--- config.mk ---
export PLATFORM = sky130hd
export DESIGN_NAME = adder_arbiter
export DESIGN_NICKNAME = d
export VERILOG_FILES = /design/src/rtl/adder_arbiter_pkg.sv /design/src/rtl/adder_arbiter_rr_pick.sv /design/src/rtl/adder_arbiter.sv
export SDC_FILE = /design/constraint.sdc
export NUM_CORES = 1
export LEC_CHECK = 0
export CAP_MARGIN = 20
export CORE_AREA = 2 2 71 73
export DETAILED_ROUTE_END_ITERATION = 7
export DIE_AREA = 0 0 73 75
export PLACE_DENSITY = 0.81
export SYNTH_ARGS = -nofsm -noshare
export SYNTH_HDL_FRONTEND = slang
export SYNTH_SLANG_ARGS = --single-unit
--- constraint.sdc ---
create_clock -name Clk -period 2.6 [get_ports Clk]
set_input_delay 0.78 -clock Clk [delete_from_list [all_inputs] [get_ports Clk]]
set_output_delay 0.78 -clock Clk [all_outputs]
set_load 0.03 [all_outputs]
--- src/rtl/adder_arbiter_pkg.sv ---
// ---------------------------------------------------------------------------
// adder_arbiter_pkg
//   Shared definitions for the round-robin adder scheduler: default
//   requester count and operand width, plus the scheduler state encoding.
// ---------------------------------------------------------------------------
package adder_arbiter_pkg;

    localparam int DEF_NUM_REQ = 4;
    localparam int DEF_WIDTH   = 4;

    typedef enum logic [1:0] {
        ST_IDLE    = 2'd0,
        ST_ISSUE   = 2'd1,
        ST_CAPTURE = 2'd2,
        ST_DONE    = 2'd3
    } state_t;

endpackage

--- src/rtl/adder_arbiter_rr_pick.sv ---
// ---------------------------------------------------------------------------
// rr_pick
//   Combinational round-robin selector. Searches the eligible requests
//   (req & ~mask) starting one position after ptr and wrapping modulo
//   NUM_REQ; the requester at ptr itself is therefore checked last.
//
// Ports:
//   req     in   NUM_REQ  request vector
//   mask    in   NUM_REQ  requests to exclude from this search
//   ptr     in   IDX_W    index of the most recently served requester
//   winner  out  NUM_REQ  one-hot winner (all zero if none)
//   index   out  IDX_W    binary index of the winner
//   valid   out  1        at least one eligible request
// ---------------------------------------------------------------------------
module rr_pick #(
    parameter int NUM_REQ = 4,
    parameter int IDX_W   = $clog2(NUM_REQ)
) (
    input  logic [NUM_REQ-1:0] req,
    input  logic [NUM_REQ-1:0] mask,
    input  logic [IDX_W-1:0]   ptr,
    output logic [NUM_REQ-1:0] winner,
    output logic [IDX_W-1:0]   index,
    output logic               valid
);

    logic [NUM_REQ-1:0] eligible;
    logic [IDX_W-1:0]   cand;

    assign eligible = req & ~mask;

    // Walk the candidates in priority order; the first eligible one wins.
    always_comb begin
        winner = '0;
        index  = '0;
        valid  = 1'b0;
        cand   = '0;
        for (int k = 1; k <= NUM_REQ; k++) begin
            cand = IDX_W'((int'(ptr) + k) % NUM_REQ);
            if (!valid && eligible[cand]) begin
                valid         = 1'b1;
                index         = cand;
                winner[cand]  = 1'b1;
            end
        end
    end

endmodule

--- src/rtl/adder_arbiter.sv ---
// ---------------------------------------------------------------------------
// adder_arbiter
//   Shares one registered-input adder among NUM_REQ requesters. A winner's
//   operands are latched on the grant edge, presented to the adder with
//   Add_En for exactly one cycle, and the sum is captured one cycle later
//   and returned with a single-cycle Ack. Under continuous load one result
//   is produced every three cycles.
//
// Build option:
//   ADDER_ARB_SAT_EN  when defined, a carry-out at capture saturates Result
//                     to all ones (Result_Ovf still reports 1); otherwise
//                     Result is the wrapped sum.
//
// Ports:
//   Clk         in   1              system clock, rising edge
//   Rst_n       in   1              asynchronous active-low reset
//   Req         in   NUM_REQ        level request per requester
//   Op_A        in   NUM_REQ*WIDTH  operand A, requester i at [i*WIDTH +: WIDTH]
//   Op_B        in   NUM_REQ*WIDTH  operand B, same packing
//   Grant       out  NUM_REQ        one-hot requester being served
//   Ack         out  NUM_REQ        one-hot single-cycle result strobe
//   Result      out  WIDTH          registered sum
//   Result_Ovf  out  1              registered carry-out
//   Add_A       out  WIDTH          adder operand A
//   Add_B       out  WIDTH          adder operand B
//   Add_En      out  1              adder input enable
//   Add_Sum     in   WIDTH          adder sum
//   Add_Ovf     in   1              adder carry-out
// ---------------------------------------------------------------------------
module adder_arbiter
    import adder_arbiter_pkg::*;
#(
    parameter int NUM_REQ = DEF_NUM_REQ,
    parameter int WIDTH   = DEF_WIDTH
) (
    input  logic                     Clk,
    input  logic                     Rst_n,
    input  logic [NUM_REQ-1:0]       Req,
    input  logic [NUM_REQ*WIDTH-1:0] Op_A,
    input  logic [NUM_REQ*WIDTH-1:0] Op_B,
    output logic [NUM_REQ-1:0]       Grant,
    output logic [NUM_REQ-1:0]       Ack,
    output logic [WIDTH-1:0]         Result,
    output logic                     Result_Ovf,
    output logic [WIDTH-1:0]         Add_A,
    output logic [WIDTH-1:0]         Add_B,
    output logic                     Add_En,
    input  logic [WIDTH-1:0]         Add_Sum,
    input  logic                     Add_Ovf
);

    localparam int IDX_W = $clog2(NUM_REQ);

    state_t             state;
    state_t             state_next;
    logic [IDX_W-1:0]   ptr;
    logic [IDX_W-1:0]   win_idx;
    logic [IDX_W-1:0]   pick_ptr;
    logic [IDX_W-1:0]   pick_idx;
    logic [NUM_REQ-1:0] pick_mask;
    logic [NUM_REQ-1:0] pick_onehot;
    logic               pick_valid;
    logic               load;
    logic               capture;
    logic [WIDTH-1:0]   sel_a;
    logic [WIDTH-1:0]   sel_b;

    // In DONE the pointer register has not yet been updated, so the search
    // starts after the current winner directly, and that winner is masked
    // because its Req may legitimately still be high during the Ack cycle.
    assign pick_ptr  = (state == ST_DONE) ? win_idx : ptr;
    assign pick_mask = (state == ST_DONE) ? Grant : '0;

    rr_pick #(
        .NUM_REQ (NUM_REQ),
        .IDX_W   (IDX_W)
    ) u_pick (
        .req    (Req),
        .mask   (pick_mask),
        .ptr    (pick_ptr),
        .winner (pick_onehot),
        .index  (pick_idx),
        .valid  (pick_valid)
    );

    assign sel_a = Op_A[int'(pick_idx)*WIDTH +: WIDTH];
    assign sel_b = Op_B[int'(pick_idx)*WIDTH +: WIDTH];

    always_ff @(posedge Clk or negedge Rst_n) begin
        if (!Rst_n) begin
            state <= ST_IDLE;
        end else begin
            state <= state_next;
        end
    end

    // load marks a grant edge (from IDLE or back-to-back from DONE);
    // capture marks the edge on which the adder output is registered.
    always_comb begin
        state_next = state;
        load       = 1'b0;
        capture    = 1'b0;
        case (state)
            ST_IDLE: begin
                if (pick_valid) begin
                    load       = 1'b1;
                    state_next = ST_ISSUE;
                end
            end
            ST_ISSUE: begin
                state_next = ST_CAPTURE;
            end
            ST_CAPTURE: begin
                capture    = 1'b1;
                state_next = ST_DONE;
            end
            ST_DONE: begin
                if (pick_valid) begin
                    load       = 1'b1;
                    state_next = ST_ISSUE;
                end else begin
                    state_next = ST_IDLE;
                end
            end
            default: begin
                state_next = ST_IDLE;
            end
        endcase
    end

    // Add_A/Add_B double as the operand holding registers: they are loaded
    // only on a grant edge, so requester operand changes afterwards are
    // ignored. Add_En is high exactly for the ISSUE cycle.
    always_ff @(posedge Clk or negedge Rst_n) begin
        if (!Rst_n) begin
            Grant      <= '0;
            Ack        <= '0;
            Add_En     <= 1'b0;
            Add_A      <= '0;
            Add_B      <= '0;
            Result     <= '0;
            Result_Ovf <= 1'b0;
            ptr        <= IDX_W'(NUM_REQ - 1);
            win_idx    <= '0;
        end else begin
            Add_En <= load;
            Ack    <= capture ? Grant : '0;

            if (load) begin
                Grant   <= pick_onehot;
                win_idx <= pick_idx;
                Add_A   <= sel_a;
                Add_B   <= sel_b;
            end else if (state == ST_DONE) begin
                Grant <= '0;
            end

            if (state == ST_DONE) begin
                ptr <= win_idx;
            end

            if (capture) begin
`ifdef ADDER_ARB_SAT_EN
                Result <= Add_Ovf ? '1 : Add_Sum;
`else
                Result <= Add_Sum;
`endif
                Result_Ovf <= Add_Ovf;
            end
        end
    end

endmodule

## Yosys cells after proc, flatten, opt, wreduce, memory -nomap -nowiden

Index checks and enable logic that the tools add are counted.

- $add $sub $neg: 4
- Multiply operators: 0
- Div/mod/pow operators: 0
- Magnitude comparators: 8
- Equal/unequal tests: 4
- Shift-type cells: 2
- Mux-type cells: 39
- Bitwise logic cells: 5
- Reductions and logical operators: 13

Operators by type and width:

| kind | number |
|---|---|
| 4-bit two-way mux | 8 |
| 16-bit by 5-bit indexed part select with 4-bit output | 2 |
| 1-bit two-way mux | 16 |
| 2-bit by 3-bit less-than comparator with 1-bit output, second input constant | 4 |
| 2-bit two-way mux | 6 |
| 4-bit bitwise OR | 3 |
| 1-bit binary-select mux with 2-bit select | 4 |
| 1-bit demux with 2-bit select | 4 |
| 2-bit by 1-bit greater-or-equal comparator with 1-bit output, second input constant | 4 |
| 2-bit case mux with 4 select lines | 1 |
| 1-bit logical AND | 7 |
| 2-bit by 1-bit adder with 2-bit output, second input constant | 2 |
| 2-bit adder, second input constant | 2 |
| 4-bit AND | 1 |
| 2-bit equality test, second input constant | 2 |
| 4-bit NOT | 1 |
| 1-bit zero test | 3 |
| 2-bit by 1-bit equality test with 1-bit output, second input constant | 1 |
| 2-bit zero test | 1 |
| 2-bit != test, second input constant | 1 |
| 2-bit nonzero test | 1 |
| 2-bit OR reduction | 1 |

- Bits in registers: 28
- Latch bits: 0
- Memory bits (writable): 0
- Memory bits (read-only): 0
- Input port bits: 43
- Output and inout bits: 22
- Logic and storage cells: 85
- Memories: 0

## Depth between registers and ports, before layout

- Word-level depth: 19
- Depth in mapped cells: 11
- Gate-level depth less buffers: 9

## By module

From an unflattened synthesis, not the netlist that was laid out.

- Cell total of the unflattened synthesis: 192
- Area total of the unflattened synthesis: 1944.4 µm²

Modules (own cells, without submodules):

| module | instances | cells an instance | area an instance (µm²) | sequential area each (µm²) |
|---|---|---|---|---|
| adder_arbiter | 1 | 115 | 1375.1 | 703.2 |
| rr_pick | 1 | 77 | 569.3 | 0.0 |

## Worst setup path after synthesis

No wires, ideal clock.

- Path kind: reg2reg
- From: register state[0]
- To: register Add_A[0]
- Setup time: 0.125 ns
- Data arrival time: 2.634 ns
- Data required time: 2.475 ns
- Slack: -0.159 ns
- Stages on the path, launching flop included: 11
- Buffers on the path: 2
- Period minus slack after synthesis: 2.759 ns
- Cell sequence: dfrtp_1 -> ha_1 -> buf_6 -> mux2_2 -> ha_1 -> mux2i_2 -> o21ai_1 -> o22ai_2 -> buf_6 -> mux2i_1 -> mux2_2

- Elaborated cells between the ends (all ways): 36
- Classes of those cells: 4 x add/sub; 1 x eq/ne; 1 x shift; 20 x mux; 2 x bitwise; 8 x reduce/logical

RTL lines:

| item | RTL line | source |
|---|---|---|
| from (decl) | adder_arbiter.sv:54 | `state_t state;` |
| from (signal assigned) | adder_arbiter.sv:93 | `state <= state_next;` |
| 2-bit equality test * | adder_arbiter.sv:71 | `assign pick_ptr = (state == ST_DONE) ? win_idx : ptr;` |
| 2-bit two-way mux * | - |  |
| via pick_ptr[1] | adder_arbiter.sv:58 | `logic [IDX_W-1:0] pick_ptr;` |
| branches (longest 15 deep; another with 2-bit by 1-bit adder with 2-bit output) | - |  |
| to (signal assigned) | adder_arbiter.sv:152 | `Add_A <= sel_a;` |
| to (decl) | adder_arbiter.sv:45 | `output logic [WIDTH-1:0] Add_A,` |

Mark *: on every way through the listed nets, which the timed path passes. The select of a mux whose other input is x is not followed.
A chain may end at the register's enable or synchronous reset.

## Worst setup path in the final report

- From: input Req[0]
- To: register Add_B[2]

- Longest elaborated chain between the ends: 15
- Elaborated cells between the ends (all ways): 26
- Classes of those cells: 1 x shift; 18 x mux; 1 x bitwise; 6 x reduce/logical

Ends and longest elaborated chain:

| item | RTL line | source |
|---|---|---|
| from (decl) | adder_arbiter.sv:38 | `input logic [NUM_REQ-1:0] Req,` |
| 4-bit AND * | adder_arbiter_rr_pick.sv:30 | `assign eligible = req & ~mask;` |
| branches (longest 14 deep; another with 1-bit binary-select mux with 2-bit select) | - |  |
| to (signal assigned) | adder_arbiter.sv:153 | `Add_B <= sel_b;` |
| to (decl) | adder_arbiter.sv:46 | `output logic [WIDTH-1:0] Add_B,` |

Mark *: on every way between the ends. The select of a mux whose other input is x is not followed.

==> out/summary.txt <==
WS Path Type: in2reg
clock latency on the worst-skew pair: 0.27 ns
adder-cell area share of the yosys netlist: 8.678%
Die W: 73 um
M1 WL: 2019 um
initial antenna violation count: 0
Synth Area in XOR/XNOR: 0%
Worst EP required: 2.76 ns
Congestion Overflow GR: 0
Initial DRC Count: 83
Final #Nets: 313
FMAX: 0.3850 GHz
status: finished clean
Cell variety after synth: 33
met3 routed WL: 232 um
first-pass GRT wire length: 6851 um
CTS max path bufs: 2
Diodes inserted: 0
DRC: 0
Yosys reg bits: 28
CTS buffer count: 3
most area-consuming cells after synthesis: dfrtp_1 35%, mux2i_1 15%, mux2_2 9.6%
synthesized area per cell: 11.16 um2
IO Count: 65
Final Skew: 0.006324 ns
sequential cell area fraction in the yosys report: 37.52%
WL per Instance: 14.44 um
number of max-cap violations: 0
met2 wire length: 2193 um
post-route minimum period: 2.597 ns
area leader, netlist: dfrtp_1
DRT Pass-1 Iters: 4
share of cells above drive strength 1: 28.91%
Tightest Pin Transition: 0.3495 ns
starting density of the core: 40.21%
RSZ-0062 raised after global routing: true
Pwr per Cell Area: 1622 nW/um2
GRT Overall Usage: 16.02%
# rows: 25
Vias: 1595
worst IR drop on VDD: 588.2 uV
Synth top area share: 34.71%
syn nets: 224
Leakage: 1.294 nW
yosys synthesis warning count: 0
fin. max-slew vios: 0
CP endpoint kind: flip-flop
Final setup viols: 0
asr flop ratio synth: 100.0%
Port-buffer cells: 64
Post-Route Utilization: 63.73%
largest net degree at the start of global routing: 29
final WL: 4475 um
post-synthesis compound-gate area fraction: 13.68%
Post-DP HPWL: 3527 um
Avg Vias per Cell: 5.145
Pwr Total: 0.004819 W
CTS tree: done
H-tree Lvls: 1
Die Area: 5475 um2
mux cell area share after synthesis: 27.77%
largest family of logic cells by synthesized area: multiplexers
P&R area growth vs syn: 58.48%
cell area after synthesis: 1874 um2
final hold vios: 0
Post-synth EDFFs: 0
Final Cell Area: 2970 um2
cts hold-fix bufs: 0
top sig layer: met4
largest delay contributor family on the critical path: buffers and inverters
Final ANT Viol Nets: 0
Worst-path clk slew: 0.09 ns
Arr. time, crit path: 2.76 ns
Synth Flop Type: dfrtp_1
clk sinks: 28
Synth Area in Simple Gates: 8.278%
CP max-delay cell: clkdlybuf4s50_1
cell count after synthesis: 168
CP Cell Sequence: clkdlybuf4s50_1 -> a21boi_4 -> buf_4 -> o211ai_1 -> o2bb2ai_4 -> buf_12 -> mux2i_2 -> mux2i_1 -> mux2_4
Die Y: 75 um
Worst slew margin: 76.70%
Core Area: 4661 um2
gpl congestion: 0.7984
Final Cycle Share: 99.90%
Area after DPL: 2773 um2
Hold Path Class: reg2reg
CP peak stage delay: 0.41 ns
crit-path max FO: 8
vias in the first global route: 1493
CP Buf/Inv Count: 3
clock root buffer master: clkbuf_8
CP startpoint kind: primary input
-- power breakdown --
group / internal (W) / switching (W)
Sequential: 0.000655 / 0.000117
Combinational: 0.00198 / 0.00173
Clock: 0.000206 / 0.000131
Total: 0.00284 / 0.00198
-- flip-flops by register name (all words and copies together), names as in the netlist --
name and count:
ptr 2, Add_A 4, Result_Ovf 1, Grant 4
Result 4, state 2, Ack 4, win_idx 2
Add_En 1, Add_B 4
-- placed cells by master (no fill, tap or decap), types with 2 or more instances in the layout --
cell             synthesis  layout
nand2b_1                 4       4
mux2i_4                  1       4
buf_4                    1      20
nor3_1                   2       2
buf_6                    2       2
mux2i_1                 29      24
nor2_1                   3       2
a21boi_4                 0       3
nand3_1                  6       6
dfstp_2                  2       2
and2_1                   4       4
a21oi_1                  7       6
mux2i_2                  2       4
dlygate4sd2_1            0       2
o21ai_0                 10      10
clkbuf_8                 0       3
mux2_4                   0       3
ha_4                     0       2
inv_1                    8       7
or2_2                    4       4
clkdlybuf4s50_1          0      62
mux2_2                  16      13
o22a_1                   2       2
dfrtp_1                 26      26
a22o_1                   4       4
nand2_1                  6       6
ha_1                    13      10
buf_12                   0       3
-- worst paths after layout --
path	start	endpoint	slack, ns	depth (start not counted)
min in group asynchronous	Rst_n	state[0]	0.86	2
hold / removal	Add_B[0]	Add_B[0]	0.51	1
setup reg to reg	state[0]	Add_B[2]	0.04	10
max in group asynchronous	Rst_n	ptr[0]	1.42	2
setup / recovery	Req[0]	Add_B[2]	0.003	9
hold reg to reg	Add_B[0]	Add_B[0]	0.51	1
-- logic make-up after synthesis --
family          Yosys count
compound gates           35
simple gates             30
buf+inv                  14
mux                      48
fa+ha+maj                13
flops                    28
-- final cells by class --
type | instances | area (um2)
Clock buffer | 3 | 41.29
Clock inverter | 1 | 30.03
Fill cell | 362 | 1690
Inverter | 9 | 38.79
Multi-Input combinational cell | 126 | 1219
Sequential cell | 28 | 703.2
Tap cell | 54 | 67.56
Timing Repair Buffer | 89 | 870.8
-- through the flow --
stage	cells	TNS [ns]	setup slack (ns)	hold slack, ns
after global routing	310	-0.1939	-0.04574	0.5258
after floorplan	168	-0.3941	-0.04927	0.4750
final	310	0	0.002730	0.5106
after detailed placement	303	-3.455	-0.3715	0.4951
after global placement	303	-2.759	-0.2793	0.4879
after CTS	308	0	0.001688	0.5163
-- cell usage after synthesis, types with 2 or more instances --
| master | number |
|---|---|
| o21ai_1 | 2 |
| ha_1 | 13 |
| o21ai_0 | 10 |
| or2_2 | 4 |
| buf_6 | 2 |
| mux2i_2 | 2 |
| a21boi_1 | 2 |
| nor3_1 | 2 |
| nand2b_1 | 4 |
| clkbuf_1 | 2 |
| a21oi_1 | 7 |
| and2_1 | 4 |
| mux2i_1 | 29 |
| a21boi_2 | 2 |
| inv_1 | 8 |
| nand3_1 | 6 |
| dfrtp_1 | 26 |
| nand2_1 | 6 |
| mux2_2 | 16 |
| nor2_1 | 3 |
| a22o_1 | 4 |
| dfstp_2 | 2 |
| o22a_1 | 2 |
-- worst register-to-register path: stages, from the launching register on --
cell	delay (ns)
dfrtp_1	0.42
buf_4	0.16
ha_2	0.26
a21boi_4	0.25
nand2_1	0.08
o22a_1	0.24
o2bb2ai_4	0.25
buf_12	0.18
mux2i_2	0.23
mux2i_1	0.11
mux2_4	0.26
-- routing by layer --
metal  global-route usage (%)  vias up
met5                        0        -
met1                    19.64      763
li1                         -      777
met3                    2.276        4
met4                    4.321        0
met2                    29.43       51
-- repair_timing --
| action | 4_1_cts | 5_1_grt |
|---|---|---|
| endpoints found under the setup margin | 8 | 9 |
| resized for setup | 11 | 14 |
| buffers inserted | 1 | 2 |
| pin swaps | 6 | 4 |
(Power assumes the default switching activity.)
